### src/rtl/pixel_array_sequencer.sv
// pixel_array_sequencer: per-frame ERASE/EXPOSE/CONVERT/READ sequencer for pixelArray with a valid/ready pixel stream.
module pixel_array_sequencer #(
  parameter int N_PIX     = 2,
  parameter int READ_W    = 4,
  parameter int NUM_GRP   = 2,
  parameter int RD_SETTLE = 2
) (
  input  logic                 clk,
  input  logic                 reset,
  input  logic                 start,
  input  logic                 cont,
  input  logic [7:0]           cfg_erase,
  input  logic [15:0]          cfg_expose,
  output logic                 busy,
  output logic                 frame_done,
  output logic                 erase,
  output logic                 expose,
  output logic                 ramp_en,
  output logic [READ_W-1:0]    read,
  output logic                 bus_oe,
  output logic [N_PIX*8-1:0]   dac_code,
  input  logic [N_PIX*8-1:0]   pix_data,
  output logic [N_PIX*8-1:0]   out_data,
  output logic                 out_valid,
  input  logic                 out_ready,
  output logic                 out_last
);
  localparam int GW = READ_W / NUM_GRP;
  localparam int GRPW = NUM_GRP > 1 ? $clog2(NUM_GRP) : 1;
  localparam logic [GRPW-1:0] LAST_GRP = GRPW'(NUM_GRP - 1);
  typedef enum logic [2:0] {IDLE, ERASE, EXPOSE, CONVERT, READ, GAP} state_t;
  state_t state;
  logic [15:0] cnt;
  logic [15:0] x_len;
  logic [7:0] e_len;
  logic [7:0] dac;
  logic [GRPW-1:0] grp;
  logic [7:0] e_in;
  logic [15:0] x_in;
  logic last;
  assign e_in = cfg_erase == 8'd0 ? 8'd1 : cfg_erase;
  assign x_in = cfg_expose == 16'd0 ? 16'd1 : cfg_expose;
  assign last = grp == LAST_GRP;
  assign dac_code = {N_PIX{dac}};
  // Group 0 owns the top GW bits of READ, later groups walk downward.
  function automatic logic [READ_W-1:0] grp_mask(input int g);
    logic [READ_W-1:0] m;
    for (int i = 0; i < READ_W; i++) m[i] = (i >= READ_W - (g + 1) * GW) && (i < READ_W - g * GW);
    return m;
  endfunction
  always_ff @(posedge clk or posedge reset) begin
    if (reset) begin
      state <= IDLE;
      cnt <= '0;
      e_len <= '0;
      x_len <= '0;
      dac <= '0;
      grp <= '0;
      busy <= 1'b0;
      frame_done <= 1'b0;
      erase <= 1'b0;
      expose <= 1'b0;
      ramp_en <= 1'b0;
      read <= '0;
      bus_oe <= 1'b0;
      out_data <= '0;
      out_valid <= 1'b0;
      out_last <= 1'b0;
    end else begin
      frame_done <= 1'b0;
      case (state)
        IDLE: if (start) begin
          state <= ERASE;
          busy <= 1'b1;
          erase <= 1'b1;
          e_len <= e_in;
          x_len <= x_in;
          cnt <= '0;
        end
        ERASE: if (cnt == {8'd0, e_len} - 16'd1) begin
          state <= EXPOSE;
          erase <= 1'b0;
          expose <= 1'b1;
          cnt <= '0;
        end else cnt <= cnt + 16'd1;
        EXPOSE: if (cnt == x_len - 16'd1) begin
          state <= CONVERT;
          expose <= 1'b0;
          ramp_en <= 1'b1;
          bus_oe <= 1'b1;
          dac <= '0;
        end else cnt <= cnt + 16'd1;
        CONVERT: if (dac == 8'hff) begin
          state <= READ;
          ramp_en <= 1'b0;
          bus_oe <= 1'b0;
          dac <= '0;
          grp <= '0;
          read <= grp_mask(0);
          cnt <= '0;
        end else dac <= dac + 8'd1;
        READ: if (out_valid) begin
          if (out_ready) begin
            state <= GAP;
            out_valid <= 1'b0;
            out_last <= 1'b0;
            read <= '0;
            frame_done <= last;
          end
        end else if (cnt == 16'(RD_SETTLE - 1)) begin
          out_valid <= 1'b1;
          out_data <= pix_data;
          out_last <= last;
        end else cnt <= cnt + 16'd1;
        GAP: if (!last) begin
          state <= READ;
          grp <= grp + 1'b1;
          read <= grp_mask(int'(grp) + 1);
          cnt <= '0;
        end else if (cont) begin
          state <= ERASE;
          erase <= 1'b1;
          e_len <= e_in;
          x_len <= x_in;
          cnt <= '0;
        end else begin
          state <= IDLE;
          busy <= 1'b0;
        end
        default: state <= IDLE;
      endcase
    end
  end
endmodule

### config.mk
export PLATFORM = sky130hd
export DESIGN_NAME = pixel_array_sequencer
export DESIGN_NICKNAME = d
export VERILOG_FILES = /design/src/rtl/pixel_array_sequencer.sv
export SDC_FILE = /design/constraint.sdc
export NUM_CORES = 1
export LEC_CHECK = 0
export CAP_MARGIN = 10
export CORE_ASPECT_RATIO = 1.5
export CORE_MARGIN = 2
export CORE_UTILIZATION = 52
export DETAILED_ROUTE_END_ITERATION = 10
export GPL_TIMING_DRIVEN = 0
export PLACE_DENSITY = 0.8
export SYNTH_ARGS = -nofsm -noshare
export SYNTH_HDL_FRONTEND = slang
export SYNTH_SLANG_ARGS = --single-unit
export TNS_END_PERCENT = 5
### constraint.sdc
create_clock -name clk -period 3.95 [get_ports clk]
set_input_delay 0.9875 -clock clk [delete_from_list [all_inputs] [get_ports clk]]
set_output_delay 0.9875 -clock clk [all_outputs]
set_load 0.1 [all_outputs]
==> impl_metrics.ini, run 1 <==
[outcome]
status = finished, final reports clean

[critical_path]
critPathCaptureType = flop
critPathLaunch = x_len[0]
criticalPathCategory = reg -> reg
cp_data_required_time_ns = 4.16
critPathMaxStageDelay_ns = 0.52
crit_path_start_kind = flop
critPathMaxFanout = 10
crit_top_cell = or3_1
crit_path_cell_trace = inv_1 > ha_1 > nor4b_2 > nand2_1 > or3_1 > a2111oi_2 > nand4_1 > nor4_4 > clkbuf_1 > or3_1 > a21oi_1
critPathSlowestCell = nor4_4
r2r_start = x_len[0]
cp.arrival_ns = 3.94

[final_layout]
final_core_util_pct = 69.4
antennaDiodeCount = 0
area_growth_pct = 29.8
drive_above_1_share_pct = 12.7
finalNetCount = 621

[synthesis]
synth_top_area_share_pct = 43.1
synth-xor-area-share_pct = 5.88
synth_cell_types = 58
synth_edf_count = 0
syn-num-nets = 521
async_flop_share_pct = 100
synth.mux.area_fraction_pct = 9.99
ys_warn_count = 0
syn_avg_cell_area_um2 = 9.49
yosysTopAreaCell = dfrtp_1
synth_top_family_by_area = simple AND/OR/NAND/NOR gates
synth_area_um2 = 4470
synth_fa_ha_area_share_pct = 1.40
ys_seq_elements = 77
synth_common_cells = dfrtp_1, mux2_2, nand2_1
synth-main-ff-cell = dfrtp_1
netlist_top_cells_area = dfrtp_1, mux2_2, a21oi_1
yosysSeqAreaShare_pct = 43.1
synth_compound_area_share_pct = 14.1
syn_inst = 471
yosysMostFrequentCell = dfrtp_1
synthSimpleGateAreaFrac_pct = 19.7

[detailed_routing]
routed_wl_mm = 11.0
ant_nets = 0
num_vias = 4030
drcViolationCount = 0
firstDrtPassIters = 5
wire_per_inst_um = 16.2
drt_iter0_markers = 291
via_per_inst = 5.92

[clock_network]
clockRootBuffer = clkbuf_16
cts_hold_repair.buffers = 0
insertion_delay_ns = 0.34
path_clk_slew_ns = 0.06
postCtsSetupBuffers = 0
htreeDepth = 3
cts.repair.resized = 0
cts_tree = built
cts_made_buffers = 9
clk_path_buf_depth = 2
clock-sinks = 77

[global_route]
grt_usage_pct = 24.8
grt_pass1_wl_mm = 18.6
antenna_found_initial = 0
grt-ovfl-total = 0
grt_max_degree = 64
grt_pass1_vias = 4053

[die]
row_count = 41
core_area_um2 = 8360
dieArea_um2 = 9370
die_w_um = 79.7
initial_core_util_pct = 53.5
die_h_um = 118
io_pins = 89

[flow_run]
drv_cap = 0

[hold_path]
hp-start = out_data[8]
worst_hold_path_type = reg -> reg

[sta]
fin_crit_ns = 3.73
timing.setup.tns_ns = 0
holdWs_ns = 0.505
max_freq_mhz = 268
tightest_slew_ns = 1.02
min_period_over_period_pct = 94.4
slew_viol_final = 0
skew_ns = 0.00782
finalSetupViolCount = 0
slew_headroom_pct = 31.6
hold_viol_final = 0

[placed_design]
gp_congestion = 0.912
io_buffers = 88
hpwl_mm = 8.10

[pwr]
pwr_density_cell_nw_per_um2 = 755
power_leakage_nw = 2.40
peakVddDrop_uv = 435
==> layer usage <==
metal	wire [um]	GRT usage [%]	share of wire (%)	up-vias
li1	-	-	-	1902
met4	319	10.5	2.9	0
met1	4180	27.9	38	1952
met3	496	3.53	4.5	34
met5	0	0	0	-
met2	6040	45.3	55	142
==> kinds of logic after synthesis <==
kind of cell    Yosys count
buf+inv                  54
xor+xnor                 30
flops                    77
fa+ha+maj                 5
mux                      40
simple gates            161
compound gates          104
==> critical path: cells and delay by family (launching register included) <==
| kind | cells | cell delay, ns |
|---|---|---|
| AOI/OAI and AO/OA | 2 | 0.50 |
| adders and majority gates | 1 | 0.23 |
| buffers and inverters | 2 | 0.45 |
| DFF | 1 | 0.45 |
| and+or+nand+nor | 6 | 1.97 |
==> area by class of cell <==
class                   instances  area (um2)
inverters                      14        55.1
well taps                     107         134
plain buffers                  40         209
fillers                       667        2560
multi-input cells             340        2290
clock inverters                 4        51.3
repair buffers                 89         908
clock buffers                  10         229
flip-flops and latches         77        1930
==> registers in the layout, indices dropped and copies added (netlist names), 2 cells and up <==
register,count
out_data,16
dac,8
state,3
cnt,16
read,2
e_len,8
x_len,16
==> power breakdown <==
part	internal, mW	total [mW]	switching, mW
registers	1.03	1.27	0.236
logic	0.788	2.32	1.53
clock network	0.482	0.797	0.315
total	2.30	4.38	2.08
==> final timing paths <==
check                         endpoint  slack, ns  cells after the start
setup / recovery                cnt[6]       0.22                     11
hold / removal             out_data[8]       0.50                      1
setup reg to reg                cnt[6]       0.22                     11
hold reg to reg            out_data[8]       0.50                      1
max in group asynchronous         busy       2.45                      3
min in group asynchronous  out_data[1]       0.92                      2
==> layout by cell type, fill, tap and decap left out, types with 4 or more instances in the layout <==
| cell type | instances |
|---|---|
| nand2b_1 | 5 |
| clkbuf_16 | 9 |
| or4_1 | 6 |
| a31oi_1 | 7 |
| xor2_1 | 16 |
| and3_1 | 9 |
| nand2_1 | 37 |
| xnor2_1 | 14 |
| ha_1 | 5 |
| o21ai_1 | 8 |
| or3_1 | 15 |
| a41oi_1 | 4 |
| nor3_1 | 12 |
| nor4_1 | 10 |
| nand3_1 | 12 |
| buf_4 | 11 |
| a21oi_1 | 33 |
| mux2_2 | 37 |
| clkbuf_1 | 24 |
| clkdlybuf4s50_1 | 88 |
| o21ai_0 | 25 |
| nor2_1 | 23 |
| dfrtp_1 | 77 |
| inv_1 | 13 |
| nand4_1 | 12 |
==> metrics by stage <==
stage / setup WS [ns] / area, um2 / cells / total power, mW
finish: 0.220 / 5800 / 681 / 4.38
global route: -0.0221 / 5800 / 681 / 4.63
CTS: 0.00274 / 5800 / 681 / 4.37
detailed placement: 0.187 / 5520 / 667 / 3.57
global placement: -0.227 / 5490 / 666 / 3.50
floorplan: 0.840 / 4470 / 471 / 3.02
No activity file was read; power rests on OpenSTA's default activity.
==> run 2, diff against run 1 <==
==> constraint.sdc (replaced) <==
create_clock -name clk -period 3.88 [get_ports clk]
set_input_delay 0.97 -clock clk [delete_from_list [all_inputs] [get_ports clk]]
set_output_delay 0.97 -clock clk [all_outputs]
set_load 0.1 [all_outputs]
==> run 2 against run 1 <==
Compared with the run above:
- wire length grew 0.53%
- sequential share of layout area is essentially flat
- global-route usage grew 0.14 points
- first-iteration DRC count shrank 20%
- critical path type unchanged
- critical path depth grew 1
==> impl_metrics.ini, run 2 (synthesized netlist as in run 1, its figures left out) <==
[clock_network]
clk_path_buf_depth = 2
path_clk_slew_ns = 0.06
clockRootBuffer = clkbuf_16
clock-sinks = 77
insertion_delay_ns = 0.34
htreeDepth = 3
cts_tree = built
cts_made_buffers = 9

[global_route]
antenna_found_initial = 0
grt_usage_pct = 24.9
grt_pass1_vias = 4048
grt-ovfl-total = 0
grt_max_degree = 64
grt_pass1_wl_mm = 18.7

[critical_path]
endpoint = cnt[11]
crit_path_start_kind = flop
r2r-end = cnt[11]
cp.arrival_ns = 3.76
critPathCaptureType = flop
rr_worst_depth = 12
r2r_setup_slack_ns = 0.32
critPathLaunch = x_len[0]
cp_data_required_time_ns = 4.08
critPathMaxFanout = 10
r2r_start = x_len[0]
criticalPathCategory = reg -> reg

[detailed_routing]
drcViolationCount = 0
firstDrtPassIters = 5
drt_iter0_markers = 234
num_vias = 4055
via_per_inst = 5.95
ant_nets = 0
wire_per_inst_um = 16.3
routed_wl_mm = 11.1

[die]
die_h_um = 118
core_area_um2 = 8360
row_count = 41
initial_core_util_pct = 53.5
io_pins = 89
dieArea_um2 = 9370
die_w_um = 79.7

[sta]
min_period_over_period_pct = 91.8
max_freq_mhz = 281
skew_ns = 0.00821
tightest_slew_ns = 1.01
rsz0062_at_grt = no
layout_setup_ws_ns = 0.318
slew_viol_final = 0
holdWs_ns = 0.505
timing.setup.tns_ns = 0
fin_crit_ns = 3.56
slew_headroom_pct = 32.4
hold_viol_final = 0
finalSetupViolCount = 0

[pwr]
peakVddDrop_uv = 443
pwr_density_cell_nw_per_um2 = 768
pwr-share-seq_pct = 28.9
p_switching_mw = 2.12
finalPower_mw = 4.46
sw_frac_of_total_pct = 47.5
p_comb_share_pct = 53.0
p_clk_share_pct = 18.1
p_int_mw = 2.34
power_leakage_nw = 2.41

[final_layout]
area_growth_pct = 29.9
final_common_cell = clkdlybuf4s50_1
nFillCells = 664
drive_above_1_share_pct = 12.9
final_cell_mix = clkdlybuf4s50_1, dfrtp_1, nand2_1, mux2_2, a21oi_1
final_core_util_pct = 69.5
reg.largest.list = cnt (16), out_data (16), x_len (16)
seqCellArea_um2 = 1930
finalNetCount = 622
multiInputGateArea_um2 = 2290
antennaDiodeCount = 0

[flow_run]
drv_cap = 0

[outcome]
status = finished, final reports clean

[placed_design]
io_buffers = 88
hpwl_mm = 8.10
gp_congestion = 0.912
pre_cts_ws_ns = 0.131

[hold_path]
worst_hold_path_type = reg -> reg
run 2: cell count changes in the layout (fill, tap and decap cells not counted), sizes merged:
| cell | before | now |
|---|---|---|
| buf | 18 | 19 |
run 2: worst max-delay path: stages (launching register included):
cell       delay, ns
dfrtp_1         0.45
inv_1           0.09
ha_1            0.23
nor4b_2         0.42
nand2_1         0.18
or3_1           0.35
a2111oi_2       0.43
nand4_1         0.30
nor4_4          0.20
buf_4           0.19
clkbuf_1        0.32
or3_1           0.17
a21oi_1         0.06
run 2: routing by layer:
layer  vias to the layer above  global-route usage, %  share of wire [%]
li1                       1905                      -                  -
met1                      1963                   28.2                 39
met2                       153                   45.5                 54
met3                        34                   3.53                4.7
met4                         0                   10.5                2.9
met5                         -                      0                  0
run 2: how the worst min path moves through the flow:
stage	start	to	slack [ns]	cells past startpoint
floorplan	x_len[15]	x_len[15]	0.50	1
CTS	out_data[8]	out_data[8]	0.51	1
finish	out_data[8]	out_data[8]	0.50	1
global route	out_data[8]	out_data[8]	0.52	1
global placement	out_data[1]	out_data[1]	0.49	1
detailed placement	out_data[8]	out_data[8]	0.50	1
run 2: per-stage QoR:
| step | cell area, um2 | std cells |
|---|---|---|
| 6_report | 5810 | 682 |
| 4_1_cts | 5800 | 681 |
| 3_3_place_gp | 5490 | 666 |
| 2_1_floorplan | 4470 | 471 |
| 3_5_place_dp | 5520 | 667 |
| 5_1_grt | 5810 | 682 |
run 2: area by class of cell:
type | count | area share [%]
Multi-Input combinational cell | 340 | 39.4
Clock inverter | 4 | 0.883
Tap cell | 107 | 2.30
Sequential cell | 77 | 33.2
Inverter | 14 | 0.948
Buffer | 40 | 3.60
Clock buffer | 10 | 3.94
Timing Repair Buffer | 90 | 15.8
run 2: power groups by stage:
| stage | clock network, mW | logic (mW) | registers, mW |
|---|---|---|---|
| floorplan | 0 | 1.21 | 1.86 |
| global placement | 0 | 2.28 | 1.29 |
| detailed placement | 0 | 2.33 | 1.30 |
| CTS | 0.816 | 2.35 | 1.29 |
| global route | 0.852 | 2.53 | 1.33 |
| finish | 0.807 | 2.36 | 1.29 |
run 2: what timing repair did:
item,4_1_cts,5_1_grt
hold buffers,0,0
setup endpoints to repair,10,11
pin swaps,0,1
gates resized for setup,1,0
setup buffers,0,1
